<file path="src/rtl/adc_serial_reader_if.sv">
// adc_serial_reader_if: bundles the conversion handshake (start / sample /
// sample_valid / busy) and the ADC serial pins into one port.
// The slave modport is the reader itself; the master modport is whatever
// requests conversions and sits on the ADC side of the serial pins.
// Optional overrun status (ADC_OVERRUN_EN) adds overrun and overrun_count.
interface adc_serial_reader_if #(
  parameter int DATA_BITS = 12
);
  logic                 start;
  logic                 adc_sdata;
  logic                 adc_cs_n;
  logic                 adc_sclk;
  logic [DATA_BITS-1:0] sample;
  logic                 sample_valid;
  logic                 busy;
`ifdef ADC_OVERRUN_EN
  logic                 overrun;
  logic [7:0]           overrun_count;
`endif

  modport master (
    output start, adc_sdata,
    input  adc_cs_n, adc_sclk, sample, sample_valid, busy
`ifdef ADC_OVERRUN_EN
    , input overrun, overrun_count
`endif
  );

  modport slave (
    input  start, adc_sdata,
    output adc_cs_n, adc_sclk, sample, sample_valid, busy
`ifdef ADC_OVERRUN_EN
    , output overrun, overrun_count
`endif
  );
endinterface

</file>
<file path="src/rtl/adc_serial_reader.sv">
// adc_serial_reader: on each accepted start pulse, runs one serial read frame
// against an SPI-style ADC (chip select low, FRAME_BITS sclk periods, data
// sampled MSB first on each sclk rising edge) and presents the low DATA_BITS
// of the frame as a registered sample with a one-cycle valid strobe.
// After a frame, chip select stays high for QUIET_CYCLES before the next
// start is accepted; starts arriving while busy are dropped.
// Optional feature macro: ADC_OVERRUN_EN adds overrun / overrun_count status
// for starts that arrive while busy.
module adc_serial_reader #(
  parameter int DATA_BITS    = 12,
  parameter int FRAME_BITS   = 16,
  parameter int CLK_DIV      = 4,
  parameter int QUIET_CYCLES = 8
) (
  input  logic               clk,
  input  logic               rst_n,
  adc_serial_reader_if.slave bus
);

  localparam int DIV_W   = (CLK_DIV > 1)      ? $clog2(CLK_DIV)      : 1;
  localparam int BIT_W   = (FRAME_BITS > 1)   ? $clog2(FRAME_BITS)   : 1;
  localparam int QUIET_W = (QUIET_CYCLES > 1) ? $clog2(QUIET_CYCLES) : 1;

  localparam logic [DIV_W-1:0]   DIV_LAST   = DIV_W'(CLK_DIV - 1);
  localparam logic [BIT_W-1:0]   BIT_LAST   = BIT_W'(FRAME_BITS - 1);
  localparam logic [QUIET_W-1:0] QUIET_LAST = QUIET_W'(QUIET_CYCLES - 1);

  typedef enum logic [1:0] {
    IDLE,
    SETUP,
    SHIFT,
    QUIET
  } state_t;

  state_t                state_q, state_d;
  logic [DIV_W-1:0]      div_cnt_q, div_cnt_d;
  logic [BIT_W-1:0]      bit_cnt_q, bit_cnt_d;
  logic [QUIET_W-1:0]    quiet_cnt_q, quiet_cnt_d;
  logic [FRAME_BITS-1:0] shift_q, shift_d;
  logic [DATA_BITS-1:0]  sample_q, sample_d;
  logic                  cs_n_q, cs_n_d;
  logic                  sclk_q, sclk_d;
  logic                  busy_q, busy_d;
  logic                  valid_q, valid_d;

  // State, counters and every output are registered; reset parks the ADC
  // interface (cs_n and sclk high) immediately, even mid-frame.
  always_ff @(posedge clk or negedge rst_n) begin
    if (!rst_n) begin
      state_q     <= IDLE;
      div_cnt_q   <= '0;
      bit_cnt_q   <= '0;
      quiet_cnt_q <= '0;
      shift_q     <= '0;
      sample_q    <= '0;
      cs_n_q      <= 1'b1;
      sclk_q      <= 1'b1;
      busy_q      <= 1'b0;
      valid_q     <= 1'b0;
    end else begin
      state_q     <= state_d;
      div_cnt_q   <= div_cnt_d;
      bit_cnt_q   <= bit_cnt_d;
      quiet_cnt_q <= quiet_cnt_d;
      shift_q     <= shift_d;
      sample_q    <= sample_d;
      cs_n_q      <= cs_n_d;
      sclk_q      <= sclk_d;
      busy_q      <= busy_d;
      valid_q     <= valid_d;
    end
  end

  // Frame sequencer: next state plus the next value of every registered output.
  // sclk phases are timed by div_cnt; the low->high sclk transition is the
  // edge that captures adc_sdata, so the ADC has a full low phase to settle.
  always_comb begin
    state_d     = state_q;
    div_cnt_d   = div_cnt_q;
    bit_cnt_d   = bit_cnt_q;
    quiet_cnt_d = quiet_cnt_q;
    shift_d     = shift_q;
    sample_d    = sample_q;
    cs_n_d      = cs_n_q;
    sclk_d      = sclk_q;
    busy_d      = busy_q;
    valid_d     = 1'b0;

    unique case (state_q)
      IDLE: begin
        cs_n_d = 1'b1;
        sclk_d = 1'b1;
        busy_d = 1'b0;
        if (bus.start) begin
          state_d   = SETUP;
          cs_n_d    = 1'b0;
          busy_d    = 1'b1;
          div_cnt_d = '0;
        end
      end

      SETUP: begin
        if (div_cnt_q == DIV_LAST) begin
          state_d   = SHIFT;
          div_cnt_d = '0;
          bit_cnt_d = '0;
          sclk_d    = 1'b0;
        end else begin
          div_cnt_d = div_cnt_q + 1'b1;
        end
      end

      SHIFT: begin
        if (div_cnt_q == DIV_LAST) begin
          div_cnt_d = '0;
          if (!sclk_q) begin
            sclk_d  = 1'b1;
            shift_d = (shift_q << 1) | FRAME_BITS'(bus.adc_sdata);
          end else if (bit_cnt_q == BIT_LAST) begin
            state_d     = QUIET;
            cs_n_d      = 1'b1;
            sample_d    = shift_q[DATA_BITS-1:0];
            valid_d     = 1'b1;
            quiet_cnt_d = '0;
          end else begin
            bit_cnt_d = bit_cnt_q + 1'b1;
            sclk_d    = 1'b0;
          end
        end else begin
          div_cnt_d = div_cnt_q + 1'b1;
        end
      end

      QUIET: begin
        if (quiet_cnt_q == QUIET_LAST) begin
          state_d = IDLE;
          busy_d  = 1'b0;
        end else begin
          quiet_cnt_d = quiet_cnt_q + 1'b1;
        end
      end

      default: begin
        state_d = IDLE;
        cs_n_d  = 1'b1;
        sclk_d  = 1'b1;
        busy_d  = 1'b0;
      end
    endcase
  end

  assign bus.adc_cs_n     = cs_n_q;
  assign bus.adc_sclk     = sclk_q;
  assign bus.sample       = sample_q;
  assign bus.sample_valid = valid_q;
  assign bus.busy         = busy_q;

`ifdef ADC_OVERRUN_EN
  logic       overrun_q, overrun_d;
  logic [7:0] overrun_cnt_q, overrun_cnt_d;

  // A start seen while busy is dropped but flagged; the count saturates.
  always_comb begin
    overrun_d     = 1'b0;
    overrun_cnt_d = overrun_cnt_q;
    if (bus.start && busy_q) begin
      overrun_d = 1'b1;
      if (overrun_cnt_q != 8'hFF) begin
        overrun_cnt_d = overrun_cnt_q + 8'd1;
      end
    end
  end

  // Overrun status registers, cleared only by reset.
  always_ff @(posedge clk or negedge rst_n) begin
    if (!rst_n) begin
      overrun_q     <= 1'b0;
      overrun_cnt_q <= 8'd0;
    end else begin
      overrun_q     <= overrun_d;
      overrun_cnt_q <= overrun_cnt_d;
    end
  end

  assign bus.overrun       = overrun_q;
  assign bus.overrun_count = overrun_cnt_q;
`endif

endmodule

</file>
<file path="src/flat_wrapper.sv">
// flat-port wrapper written by rule: the top's interface ports become plain ports
module adc_serial_reader_flat 
#(
  parameter int DATA_BITS    = 12,
  parameter int FRAME_BITS   = 16,
  parameter int CLK_DIV      = 4,
  parameter int QUIET_CYCLES = 8
)
  (clk, rst_n, bus_start, bus_adc_sdata, bus_adc_cs_n, bus_adc_sclk, bus_sample, bus_sample_valid, bus_busy);
  adc_serial_reader_if #(.DATA_BITS(DATA_BITS)) bus_i ();
  input  logic clk;
  input  logic rst_n;
  input wire logic [$bits(bus_i.start)-1:0] bus_start;
  input wire logic [$bits(bus_i.adc_sdata)-1:0] bus_adc_sdata;
  output wire logic [$bits(bus_i.adc_cs_n)-1:0] bus_adc_cs_n;
  output wire logic [$bits(bus_i.adc_sclk)-1:0] bus_adc_sclk;
  output wire logic [$bits(bus_i.sample)-1:0] bus_sample;
  output wire logic [$bits(bus_i.sample_valid)-1:0] bus_sample_valid;
  output wire logic [$bits(bus_i.busy)-1:0] bus_busy;
  assign bus_i.start = bus_start;
  assign bus_i.adc_sdata = bus_adc_sdata;
  assign bus_adc_cs_n = bus_i.adc_cs_n;
  assign bus_adc_sclk = bus_i.adc_sclk;
  assign bus_sample = bus_i.sample;
  assign bus_sample_valid = bus_i.sample_valid;
  assign bus_busy = bus_i.busy;
  adc_serial_reader #(.DATA_BITS(DATA_BITS), .FRAME_BITS(FRAME_BITS), .CLK_DIV(CLK_DIV), .QUIET_CYCLES(QUIET_CYCLES)) u_core (.clk(clk), .rst_n(rst_n), .bus(bus_i));
endmodule
</file>
<file path="config.mk">
export PLATFORM = sky130hd
export DESIGN_NAME = adc_serial_reader_flat
export DESIGN_NICKNAME = d
export VERILOG_FILES = /design/src/rtl/adc_serial_reader_if.sv /design/src/rtl/adc_serial_reader.sv /design/src/flat_wrapper.sv
export SDC_FILE = /design/constraint.sdc
export NUM_CORES = 1
export LEC_CHECK = 0
export BUFFER_PORTS_ARGS = -buffer_cell sky130_fd_sc_hd__buf_4
export CORE_MARGIN = 3
export CORE_UTILIZATION = 25
export CTS_CLUSTER_DIAMETER = 30
export CTS_CLUSTER_SIZE = 14
export DETAILED_ROUTE_END_ITERATION = 8
export PLACE_DENSITY = 0.51
export SYNTH_ARGS = -nofsm -noshare
export SYNTH_HDL_FRONTEND = slang
export SYNTH_SLANG_ARGS = --single-unit
</file>
<file path="constraint.sdc">
create_clock -name clk -period 1.8 [get_ports clk]
set_input_delay 0.09 -clock clk [delete_from_list [all_inputs] [get_ports clk]]
set_output_delay 0.09 -clock clk [all_outputs]
set_load 0.02 [all_outputs]
</file>
==> flow_summary.json, run 1 <==
{
  "row_count": 30,
  "grt-ovfl-total": 0,
  "dr.pass1.iters": 4,
  "io_buffers": 19,
  "status": "complete, no violations",
  "dieHeight_um": 91.7,
  "skew_ps": 7.04,
  "r2r-end": "u_core.shift_q[9]",
  "drive_gt1_frac": 0.407,
  "cp.required_ps": 1970,
  "clkLatencyLatePin_ps": 290,
  "ant_nets": 0,
  "path_clk_slew_ps": 70,
  "crit_type": "reg -> reg",
  "syn_area_per_cell_sq_um": 12.8,
  "yosys_register_bits": 39,
  "gp_congestion": 0.753,
  "grt_pass1_wl_um": 5750,
  "whs_path_depth": 2,
  "final_cell_mix": "dfrtp_1, mux2_2, buf_4",
  "crit_path_start_kind": "flip-flop",
  "cts_buffer_depth": 2,
  "grt_pass1_vias": 1177,
  "final_area_sq_um": 2270,
  "cts_inserted_buffers": 5,
  "hp-start": "bus_start",
  "peakVddDrop_mv": 0.273,
  "hold_slack_ps": 12.7,
  "maxSlewViolCount": 0,
  "worstMarginPinSlew_ps": 499,
  "fillCellCount": 694,
  "synth-edff-count": 0,
  "synth_nets": 156,
  "p_leak_nw": 1.07,
  "p_per_area_nw_per_um2": 779,
  "vias": 1168,
  "io_pins": 20,
  "fp.dieW_um": 91.7,
  "diodes": 0,
  "vias_per_cell": 4.36,
  "synth_area_sq_um": 1840,
  "setup_viol": 0,
  "reg2regPathDepth": 6,
  "antenna_found_initial": 0,
  "htree_levels": 2,
  "r2r_start": "u_core.state_q[0]",
  "slew_headroom": 0.667,
  "wl_per_cell_um": 12.0,
  "synth_cell_types": 32,
  "cts_num_sinks": 39,
  "cts-root-buf": "clkbuf_8",
  "hold_viol": 0,
  "cap_viol_max_count": 0,
  "min_period_ps": 1710,
  "worstPathMaxFanout": 12,
  "post_dp_cell_area_sq_um": 2110,
  "ys_seq_area_frac": 0.533,
  "area_growth_pct": 23.7,
  "endpoint_kind": "flip-flop",
  "final_common_cell": "dfrtp_1",
  "async_reset_ff_frac": 1.00,
  "ys.flop_type": "dfrtp_1",
  "grt_max_degree": 40,
  "multiInputGateArea_sq_um": 816,
  "tns_ps": 0,
  "cts_tree": "yes",
  "drt-initial-drc-count": 32,
  "wirelength_um": 3220,
  "hp-class": "in -> reg",
  "coreArea_sq_um": 6940,
  "die-area_sq_um": 8410,
  "critPathArrivalTime_ps": 1890,
  "drc": 0,
  "hold_end": "u_core.bus.adc_cs_n",
  "track_usage": 0.0849,
  "place_hpwl_um": 2260,
  "final_net_count": 184,
  "initial_core_util": 0.265,
  "r2r_setup_slack_ps": 90,
  "synth_cells": 143,
  "period_share": 0.952,
  "regArea_sq_um": 978,
  "yosysWarnings": 0,
  "max_freq_mhz": 584
}
-- sequential cells by signal, summed over array words and instances (netlist names) --
| name | count |
|---|---|
| u_core.bit_cnt_q | 4 |
| u_core.div_cnt_q | 2 |
| u_core.bus.sample | 12 |
| u_core.shift_q | 12 |
| u_core.bus.sample_valid | 1 |
| u_core.bus.busy | 1 |
| u_core.bus.adc_cs_n | 1 |
| u_core.bus.adc_sclk | 1 |
| u_core.state_q | 2 |
| u_core.quiet_cnt_q | 3 |
-- how the worst max path moves through the flow --
stage	start	endpoint	slack (ps)
after global routing	u_core.state_q[0]	u_core.shift_q[5]	-20
final	u_core.state_q[0]	u_core.shift_q[9]	90
after detailed placement	u_core.state_q[0]	u_core.bus.sample[7]	-30
after floorplan	u_core.state_q[0]	u_core.bus.sample[11]	170
after CTS	u_core.state_q[0]	u_core.bus.sample[7]	80
after global placement	u_core.state_q[0]	u_core.bus.sample[8]	30
-- cells in the mapped netlist, drive strengths merged, types with 3 or more instances --
library cell | count | area (sq um)
nor2b | 4 | 32.5
nand2 | 10 | 37.5
ha | 9 | 113
buf | 4 | 35.0
a21oi | 5 | 36.3
inv | 6 | 22.5
nand3 | 10 | 55.1
nor2 | 4 | 17.5
dfrtp | 37 | 926
mux2i | 3 | 30.0
nand2b | 4 | 25.0
mux2 | 27 | 308
o21ai | 6 | 30.0
-- where the power goes --
part | switching [mW] | leakage (nW) | internal [mW] | total (mW)
clock | 0.295 | 0.0654 | 0.554 | 0.849
combinational | 0.0199 | 0.505 | 0.0115 | 0.0314
sequential | 0.00581 | 0.497 | 0.884 | 0.890
total | 0.321 | 1.07 | 1.45 | 1.77
-- critical path: stages, from the launching register on --
cell and delay [ps]:
dfrtp_1 400, inv_1 180, ha_2 270, nor2b_4 210, nand2_1 70, buf_4 200, mux2_2 280
-- layout make-up --
cell class	instances	area share
Tap cell	96	0.0529
Clock inverter	2	0.0264
Clock buffer	6	0.0319
Multi-Input combinational cell	94	0.359
Sequential cell	39	0.431
Inverter	6	0.00991
Timing Repair Buffer	25	0.0892
-- timing repair --
| item | in CTS | in global routing |
|---|---|---|
| endpoints found under the setup margin | 12 | 12 |
| hold buffers | 1 | 0 |
| hold endpoints to repair | 37 | 0 |
| buffers inserted | 0 | 0 |
| gates resized for setup | 1 | 2 |
-- per-layer routing --
layer	up-vias	GRT usage	share of wire
met1	577	0.122	0.50
met5	-	0	0
met2	17	0.118	0.45
li1	569	-	-
met3	5	0.0254	0.033
met4	0	0.0334	0.014
-- logic make-up (layout without fill, tap and decap cells) --
kind of cell / count (synthesis) / in the layout / share of synthesized area
AO/OA/AOI/OAI: 18 / 18 / 0.0824
adder cells (fa/ha/maj): 9 / 9 / 0.0613
buffers and inverters: 10 / 39 / 0.0313
flip-flops: 39 / 39 / 0.533
multiplexers: 30 / 30 / 0.184
AND/OR/NAND/NOR: 37 / 37 / 0.108
-- metrics by stage --
stage	instances	utilization	worst slack (ps)	power [mW]
floorplan	143	-	170	0.912
global placement	259	0.305	32.4	0.938
detailed placement	259	0.305	-26.2	0.939
CTS	268	0.325	75.9	1.80
global route	268	0.327	-15.5	1.85
finish	268	0.327	87.2	1.77
(Power assumes the default switching activity.)
==> inputs of run 2 (changes only) <==
--- a/config.mk
+++ b/config.mk
@@ -7,11 +7,11 @@
 export LEC_CHECK = 0
 export BUFFER_PORTS_ARGS = -buffer_cell sky130_fd_sc_hd__buf_4
 export CORE_MARGIN = 3
-export CORE_UTILIZATION = 25
+export CORE_UTILIZATION = 30
 export CTS_CLUSTER_DIAMETER = 30
 export CTS_CLUSTER_SIZE = 14
 export DETAILED_ROUTE_END_ITERATION = 8
-export PLACE_DENSITY = 0.51
+export PLACE_DENSITY = 0.56
 export SYNTH_ARGS = -nofsm -noshare
 export SYNTH_HDL_FRONTEND = slang
 export SYNTH_SLANG_ARGS = --single-unit
==> flow_summary.json, run 2 (synthesis gave the netlist of run 1 again) <==
{
  "row_count": 27,
  "place_hpwl_um": 2430,
  "io_pins": 20,
  "vias_per_cell": 4.87,
  "rsz0062_at_grt": "no",
  "cts-root-buf": "clkbuf_8",
  "final_cell_mix": "dfrtp_1, mux2_2, buf_4",
  "htree_levels": 2,
  "gp_congestion": 0.790,
  "critPathArrivalTime_ps": 1850,
  "ant_nets": 0,
  "drive_gt1_frac": 0.408,
  "grt_pass1_wl_um": 5810,
  "path_clk_slew_ps": 70,
  "coreArea_sq_um": 5710,
  "max_freq_mhz": 595,
  "cp.required_ps": 1970,
  "cts_tree": "yes",
  "fp.dieW_um": 84.2,
  "vias": 1197,
  "initial_core_util": 0.322,
  "period_share": 0.933,
  "clkLatencyLatePin_ps": 290,
  "grt-ovfl-total": 0,
  "worstPathMaxFanout": 7,
  "place_ws_ps": 44.6,
  "final_net_count": 186,
  "crit_path_start_kind": "flip-flop",
  "hold_viol": 0,
  "min_period_ps": 1680,
  "dieHeight_um": 84.2,
  "maxSlewViolCount": 0,
  "final_common_cell": "dfrtp_1",
  "r2r_start": "u_core.state_q[0]",
  "p_per_area_nw_per_um2": 791,
  "worstMarginPinSlew_ps": 494,
  "hp-start": "bus_start",
  "p_leak_nw": 1.08,
  "hold_end": "u_core.bus.adc_cs_n",
  "r2r_setup_slack_ps": 120,
  "peakVddDrop_mv": 0.357,
  "endpoint_kind": "flip-flop",
  "r2r-end": "u_core.quiet_cnt_q[0]",
  "wirelength_um": 3330,
  "fin_ws_ps": 120,
  "reg2regPathDepth": 6,
  "tns_ps": 0,
  "track_usage": 0.100,
  "whs_path_depth": 2,
  "antenna_found_initial": 0,
  "wl_per_cell_um": 13.5,
  "dr.pass1.iters": 4,
  "setup_viol": 0,
  "drt-initial-drc-count": 30,
  "hp-class": "in -> reg",
  "cap_viol_max_count": 0,
  "io_buffers": 19,
  "crit_type": "reg -> reg",
  "cts_inserted_buffers": 5,
  "skew_ps": 4.38,
  "area_growth_pct": 22.2,
  "die-area_sq_um": 7100,
  "diodes": 0,
  "status": "complete, no violations",
  "slew_headroom": 0.671,
  "grt_pass1_vias": 1188,
  "grt_max_degree": 40,
  "cts_buffer_depth": 2,
  "cts_num_sinks": 39,
  "drc": 0
}
run 2: timing repair:
item,in CTS,in global routing
setup endpoints to repair,0,13
hold endpoints to repair,37,0
resized for setup,0,1
hold buffers,1,0
buffers inserted,0,1
run 2: how the worst max path moves through the flow:
stage	startpoint	end	slack, ps	cells past startpoint
6_report	u_core.state_q[0]	u_core.quiet_cnt_q[0]	120	6
5_1_grt	u_core.quiet_cnt_q[0]	u_core.state_q[1]	30	6
4_1_cts	u_core.state_q[0]	u_core.shift_q[1]	40	5
3_5_place_dp	u_core.state_q[0]	u_core.shift_q[1]	40	5
3_3_place_gp	u_core.state_q[0]	u_core.quiet_cnt_q[0]	130	6
2_1_floorplan	u_core.state_q[0]	u_core.bus.sample[11]	170	6
run 2: final cells by class:
type	count	area [sq um]
fillers	521	3460
multi-input cells	94	803
clock buffers	6	72.6
clock inverters	2	60.1
well taps	72	90.1
flip-flops and latches	39	978
repair buffers	27	218
inverters	6	22.5
run 2: routing by layer:
metal	track usage	wire length (um)	up-vias
li1	-	-	571
met1	0.133	1540	598
met2	0.160	1620	26
met3	0.0255	156	2
met4	0.0351	19	0
met5	0	0	-
run 2: stage by stage:
step                hold WS [ps]  total power [mW]  cells  area (sq um)   util
finish                      14.5              1.78    246          2240  0.393
global route                8.56              1.84    246          2240  0.393
CTS                         5.80              1.80    245          2230  0.391
detailed placement          91.3             0.939    236          2090  0.366
global placement            79.6             0.937    236          2090  0.366
floorplan                   -206             0.912    143          1840      -
run 2: power by group:
group	internal, mW	total [mW]	switching, mW
Clock	0.554	0.854	0.300
Combinational	0.0115	0.0314	0.0199
Sequential	0.884	0.890	0.00610
run 2: worst max-delay path, cell delays in order (launching register included):
cell,delay [ps]
dfrtp_1,360
inv_1,80
ha_1,240
buf_4,180
a21oi_4,190
o2111ai_4,180
mux2_4,340
